File: src/rtl/eth_echo_engine.sv
// eth_echo_engine: copies each received packet into the transmit buffer.
// Define ECHO_MAC_SWAP_EN to swap destination and source MAC addresses.
module eth_echo_engine #(
  parameter int eth_mtu_p = 2048,
  parameter int data_width_p = 32,
  localparam int bytes_lp = data_width_p / 8,
  localparam int lg_lp = $clog2(bytes_lp),
  localparam int safe_lg_lp = (bytes_lp > 1) ? lg_lp : 1,
  localparam int size_width_lp = $clog2(safe_lg_lp + 1),
  localparam int addr_width_lp = $clog2(eth_mtu_p),
  localparam int packet_size_width_lp = $clog2(eth_mtu_p + 1)
) (
  input  logic                            clk_i,
  input  logic                            reset_i,
  input  logic                            enable_i,
  input  logic                            packet_avail_i,
  input  logic [packet_size_width_lp-1:0] packet_rsize_i,
  output logic                            packet_rvalid_o,
  output logic [addr_width_lp-1:0]        packet_raddr_o,
  output logic [size_width_lp-1:0]        packet_rdata_size_o,
  input  logic [data_width_p-1:0]         packet_rdata_i,
  output logic                            packet_ack_o,
  input  logic                            packet_req_i,
  output logic                            packet_wvalid_o,
  output logic [addr_width_lp-1:0]        packet_waddr_o,
  output logic [data_width_p-1:0]         packet_wdata_o,
  output logic [size_width_lp-1:0]        packet_wdata_size_o,
  output logic                            packet_wsize_valid_o,
  output logic [packet_size_width_lp-1:0] packet_wsize_o,
  output logic                            packet_send_o,
  output logic [15:0]                     echo_count_o,
  output logic [15:0]                     drop_count_o
);

  typedef enum logic [2:0] {
    S_IDLE, S_DROP, S_WAIT, S_COPY, S_DRAIN, S_COMMIT, S_GAP
  } state_e;

  localparam int iw_lp = addr_width_lp + 1;
  localparam int rw_lp = packet_size_width_lp + 1;
  localparam logic [size_width_lp-1:0] full_sz_lp = size_width_lp'(lg_lp);
  localparam logic [rw_lp-1:0] pad_lp = rw_lp'(bytes_lp - 1);

  state_e r_state, w_state_n;
  logic [packet_size_width_lp-1:0] r_size;
  logic [iw_lp-1:0] r_idx, w_idx_n, w_nrd;
  logic [rw_lp-1:0] w_round;
  logic [addr_width_lp-1:0] r_raddr, r_dst, r_waddr;
  logic [addr_width_lp-1:0] w_raddr_n, w_dst_n;
  logic [size_width_lp-1:0] r_rsz, r_wsz, w_rsz_n;
  logic r_rvalid, r_wvalid, r_ack, r_send, r_wsv;
  logic [15:0] r_echo, r_drop;
  logic w_start, w_last;

`ifdef ECHO_MAC_SWAP_EN
  localparam logic [rw_lp-1:0] hdr_lp = rw_lp'(12);
  // 12 bytewise header reads, then full words from byte 12
  assign w_round = {1'b0, r_size} - hdr_lp + pad_lp;
  assign w_nrd = iw_lp'(w_round >> lg_lp) + iw_lp'(12);
`else
  assign w_round = {1'b0, r_size} + pad_lp;
  assign w_nrd = iw_lp'(w_round >> lg_lp);
`endif

  assign w_start = enable_i & packet_avail_i;
  assign w_last = (r_idx == w_nrd - 1'b1);

  always_comb begin
    w_idx_n = '0;
    if (r_state == S_COPY) w_idx_n = r_idx + 1'b1;
    w_raddr_n = addr_width_lp'(w_idx_n << lg_lp);
    w_dst_n = w_raddr_n;
    w_rsz_n = full_sz_lp;
`ifdef ECHO_MAC_SWAP_EN
    if (w_idx_n < iw_lp'(12)) begin
      w_dst_n = addr_width_lp'(w_idx_n);
      w_raddr_n = (w_idx_n < iw_lp'(6))
        ? addr_width_lp'(w_idx_n + iw_lp'(6))
        : addr_width_lp'(w_idx_n - iw_lp'(6));
      w_rsz_n = '0;
    end else begin
      w_raddr_n = addr_width_lp'(
        ((w_idx_n - iw_lp'(12)) << lg_lp) + iw_lp'(12));
      w_dst_n = w_raddr_n;
    end
`endif
  end

  always_comb begin
    w_state_n = r_state;
    unique case (r_state)
      S_IDLE: begin
        if (w_start)
          w_state_n = (packet_rsize_i < packet_size_width_lp'(14))
            ? S_DROP : S_WAIT;
      end
      S_DROP:   w_state_n = S_GAP;
      S_WAIT:   if (packet_req_i) w_state_n = S_COPY;
      S_COPY:   if (w_last) w_state_n = S_DRAIN;
      S_DRAIN:  w_state_n = S_COMMIT;
      S_COMMIT: w_state_n = S_GAP;
      S_GAP:    w_state_n = S_IDLE;
      default:  w_state_n = S_IDLE;
    endcase
  end

  always_ff @(posedge clk_i) begin
    if (reset_i) begin
      r_state  <= S_IDLE;
      r_size   <= '0;
      r_idx    <= '0;
      r_raddr  <= '0;
      r_dst    <= '0;
      r_rsz    <= '0;
      r_rvalid <= 1'b0;
      r_wvalid <= 1'b0;
      r_waddr  <= '0;
      r_wsz    <= '0;
      r_ack    <= 1'b0;
      r_send   <= 1'b0;
      r_wsv    <= 1'b0;
      r_echo   <= '0;
      r_drop   <= '0;
    end else begin
      r_state <= w_state_n;
      if (r_state == S_IDLE && w_start) r_size <= packet_rsize_i;
      r_rvalid <= (w_state_n == S_COPY);
      if (w_state_n == S_COPY) begin
        r_idx   <= w_idx_n;
        r_raddr <= w_raddr_n;
        r_dst   <= w_dst_n;
        r_rsz   <= w_rsz_n;
      end
      // write trails its read by one cycle, when read data returns
      r_wvalid <= r_rvalid;
      r_waddr  <= r_dst;
      r_wsz    <= r_rsz;
      r_ack  <= (w_state_n == S_DROP) || (w_state_n == S_COMMIT);
      r_send <= (w_state_n == S_COMMIT);
      r_wsv  <= (w_state_n == S_COMMIT);
      if (r_state == S_DROP) r_drop <= r_drop + 1'b1;
      if (r_state == S_COMMIT) r_echo <= r_echo + 1'b1;
    end
  end

  assign packet_rvalid_o = r_rvalid;
  assign packet_raddr_o = r_raddr;
  assign packet_rdata_size_o = r_rsz;
  assign packet_ack_o = r_ack;
  assign packet_wvalid_o = r_wvalid;
  assign packet_waddr_o = r_waddr;
  assign packet_wdata_o = packet_rdata_i;
  assign packet_wdata_size_o = r_wsz;
  assign packet_wsize_valid_o = r_wsv;
  assign packet_wsize_o = r_size;
  assign packet_send_o = r_send;
  assign echo_count_o = r_echo;
  assign drop_count_o = r_drop;

endmodule

File: config.mk
export PLATFORM = sky130hd
export DESIGN_NAME = eth_echo_engine
export DESIGN_NICKNAME = d
export VERILOG_FILES = /design/src/rtl/eth_echo_engine.sv
export SDC_FILE = /design/constraint.sdc
export NUM_CORES = 1
export LEC_CHECK = 0
export CAP_MARGIN = 20
export CELL_PAD_IN_SITES_DETAIL_PLACEMENT = 1
export CELL_PAD_IN_SITES_GLOBAL_PLACEMENT = 2
export CORE_MARGIN = 1.5
export CORE_UTILIZATION = 25
export DETAILED_ROUTE_END_ITERATION = 7
export PLACE_DENSITY = 0.81
export SYNTH_ARGS = -nofsm -noshare
export SYNTH_HDL_FRONTEND = slang
export SYNTH_SLANG_ARGS = --single-unit
File: constraint.sdc
create_clock -name clk_i -period 3.7 [get_ports clk_i]
set_input_delay 0.74 -clock clk_i [delete_from_list [all_inputs] [get_ports clk_i]]
set_output_delay 0.74 -clock clk_i [all_outputs]
set_load 0.01 [all_outputs]
==> impl_metrics.ini <==
[global_route]
antenna_found_initial = 0
grt_pass1_vias = 3509
gr-usage-all-layers = 0.137
grt_max_degree = 36
grt_pass1_wl_mm = 17.7
grt_overflow = 0

[logic_synthesis]
synth_area_per_cell_um2 = 8.50
ys_types = 52
synth_edf_count = 0
syn-cell-area_um2 = 3990
synth_warnings = 0
synth-async-reset-ratio = 0
ys_seq_area_frac = 0.372
syn-instance-count = 469
ys_seq_elements = 74
ys.flop_type = dfxtp_1

[die]
die-area_um2 = 16700
row_count = 45
fp.dieH_um = 129
floorplan.initialDensity = 0.259
die_x_um = 129
io_pins = 156
core_um2 = 15400

[clock_network]
clockBufferDepth = 2
worstSkewPairLatency_ns = 0.35
cts_tree = yes
cts_num_sinks = 74
postCtsHoldBufs = 0
post_cts_resized = 0
cts.root.buffer_cell = clkbuf_16
htreeDepth = 3
post_cts_buffers = 0
clk_pin_slew_ns = 0.06
cts_buffers = 9

[worst_setup_path]
critPathMaxStageDelay_ns = 0.57
path_class = flop to flop
worstSetupEndpointType = flop
crit_arrival_ns = 3.55
path_max_fanout = 22
cp_cell_sequence = o21ai_0 > xor2_1 > ha_1 > xor2_1 > xnor2_1 > xor2_1 > a2111oi_4 > nand4_4 > nor3_4 > or3_1 > o21bai_1
crit_buf_inv = 0
crit_family = simple AND/OR/NAND/NOR gates
crit_top_cell = xor2_1
crit_required_ns = 3.91
start_kind = flop
crit_slowest_cell = nor3_4

[job]
drv_cap = 0

[timing]
tns_ns = 0
fmax_mhz = 300
setup_violations = 0
relSlewSlack = 0.513
setup_slack_ns = 0.366
period_share = 0.901
fin_crit_ns = 3.33
hold_viol = 0
holdWs_ns = 0.492
drv_slew = 0
fin_skew_ns = 0.00861
rsz0062_at_grt = no
worstMarginPinSlew_ns = 0.725

[finish]
multi_input_area_um2 = 2010
fill_cells = 1793
post-route-util = 0.321
diodes = 0
layout.nets = 552
stdcell_area_um2 = 4930
ff_latch_area_um2 = 1480
area_growth_pct = 23.8
drive_gt1_frac = 0.0536

[power]
leakage_nw = 1.71
powerDensity_nw_per_um2 = 391
ir_drop_v = 0.000206

[hold_path]
hold_path.class = flop to flop

[outcome]
status = finished, final reports clean

[place]
place_area_um2 = 4650
place_hpwl_mm = 8.06
port_buffers = 85
gp_congestion = 0.787
place_ws_ns = 0.352

[routing]
drc = 0
drtIter0Drc = 121
antenna_left = 0
via_per_inst = 4.76
vias = 3404
drt_pre_antenna_iters = 4
drt-wirelength-per-cell_um = 15.4
wl_mm = 11.0
==> routing by layer <==
layer,vias to the layer above,wire (um),share of wire,GRT usage
li1,1630,-,-,-
met1,1670,4750,0.43,0.154
met2,74,5560,0.50,0.244
met3,30,500,0.045,0.0429
met4,0,222,0.020,0.0496
met5,-,0,0,0
==> final cells by class <==
type / instances / area share
clock inverter: 5 / 0.00583
clock buffer: 11 / 0.0512
tap: 211 / 0.0535
multi-input combinational: 318 / 0.407
sequential: 74 / 0.300
inverter: 8 / 0.00609
timing repair buffer: 88 / 0.176
==> worst register-to-register path, cell delays in order, from the launching register on <==
cell       delay [ns]
dfxtp_1          0.36
o21ai_0          0.30
xor2_1           0.21
ha_1             0.38
xor2_1           0.22
xnor2_1          0.10
xor2_1           0.18
a2111oi_4        0.36
nand4_4          0.18
nor3_4           0.57
or3_1            0.27
o21bai_1         0.09
==> worst paths after layout <==
check	from	end	slack [ns]	cells after the start
hold reg to reg	packet_rvalid_o	packet_wvalid_o	0.49	1
hold / removal	packet_rvalid_o	packet_wvalid_o	0.49	1
setup / recovery	packet_wsize_o[0]	packet_rdata_size_o[1]	0.37	11
setup reg to reg	packet_wsize_o[0]	packet_rdata_size_o[1]	0.37	11
==> cell usage in the layout (no fill, tap or decap), types with 5 or more instances in the layout <==
master           synthesis  final
o31ai_1                  5      5
nand2_1                 29     29
conb_1                   1      6
dfxtp_1                 74     74
xnor2_1                 19     19
and3_1                   8      8
o211ai_1                 5      5
nand3_1                 16     16
or4_1                    9      9
inv_1                    8      8
nor4_1                   6      6
mux2i_1                 14     14
nor3_1                   7      7
nor2b_1                 11     11
or3_1                   14     14
a21oi_1                 19     19
clkdlybuf4s50_1          0     84
o21ai_0                 12     12
nor2_1                  59     59
nand4_1                 14     14
clkbuf_16                0      9
xor2_1                  24     24
==> report_power, final <==
| group | switching, W | internal, W |
|---|---|---|
| sequential | 0.0000319 | 0.000812 |
| combinational | 0.000135 | 0.000113 |
| clock | 0.000351 | 0.000487 |
==> logic make-up after synthesis <==
logic type | synth area share
AOI/OAI and AO/OA | 0.112
xor gates and xnor gates | 0.0945
adders and majority gates | 0.0126
buffers and inverters | 0.129
DFF | 0.372
muxes | 0.0352
other | 0.000941
and+or+nand+nor | 0.244
==> Yosys cell counts, drive strengths merged (5+ instances only) <==
| cell | number | share of area |
|---|---|---|
| nor2b | 11 | 0.017 |
| nand4 | 15 | 0.027 |
| o31ai | 5 | 0.0094 |
| or3 | 14 | 0.022 |
| mux2i | 14 | 0.035 |
| nand3 | 16 | 0.020 |
| nor2 | 59 | 0.056 |
| a21oi | 19 | 0.024 |
| nor3 | 8 | 0.013 |
| xor2 | 24 | 0.053 |
| and3 | 8 | 0.013 |
| o21ai | 15 | 0.019 |
| or4 | 10 | 0.020 |
| dfxtp | 74 | 0.37 |
| nand2 | 29 | 0.027 |
| nor4 | 6 | 0.0094 |
| buf | 57 | 0.11 |
| clkbuf | 17 | 0.016 |
| o211ai | 5 | 0.0094 |
| inv | 8 | 0.0075 |
| xnor2 | 19 | 0.042 |
==> sequential cells by signal, indices dropped and copies added (netlist names), 3 cells and up <==
signal / cells
packet_wsize_o: 12
drop_count_o: 16
echo_count_o: 16
r_idx: 12
r_state: 3
packet_waddr_o: 9
==> metrics by stage <==
| step | instances | power (W) |
|---|---|---|
| 5_1_grt | 715 | 0.00202 |
| 4_1_cts | 715 | 0.00196 |
| 3_5_place_dp | 699 | 0.00111 |
| 6_report | 715 | 0.00193 |
| 2_1_floorplan | 474 | 0.00107 |
| 3_3_place_gp | 699 | 0.00111 |
No activity file was read; power rests on OpenSTA's default activity.
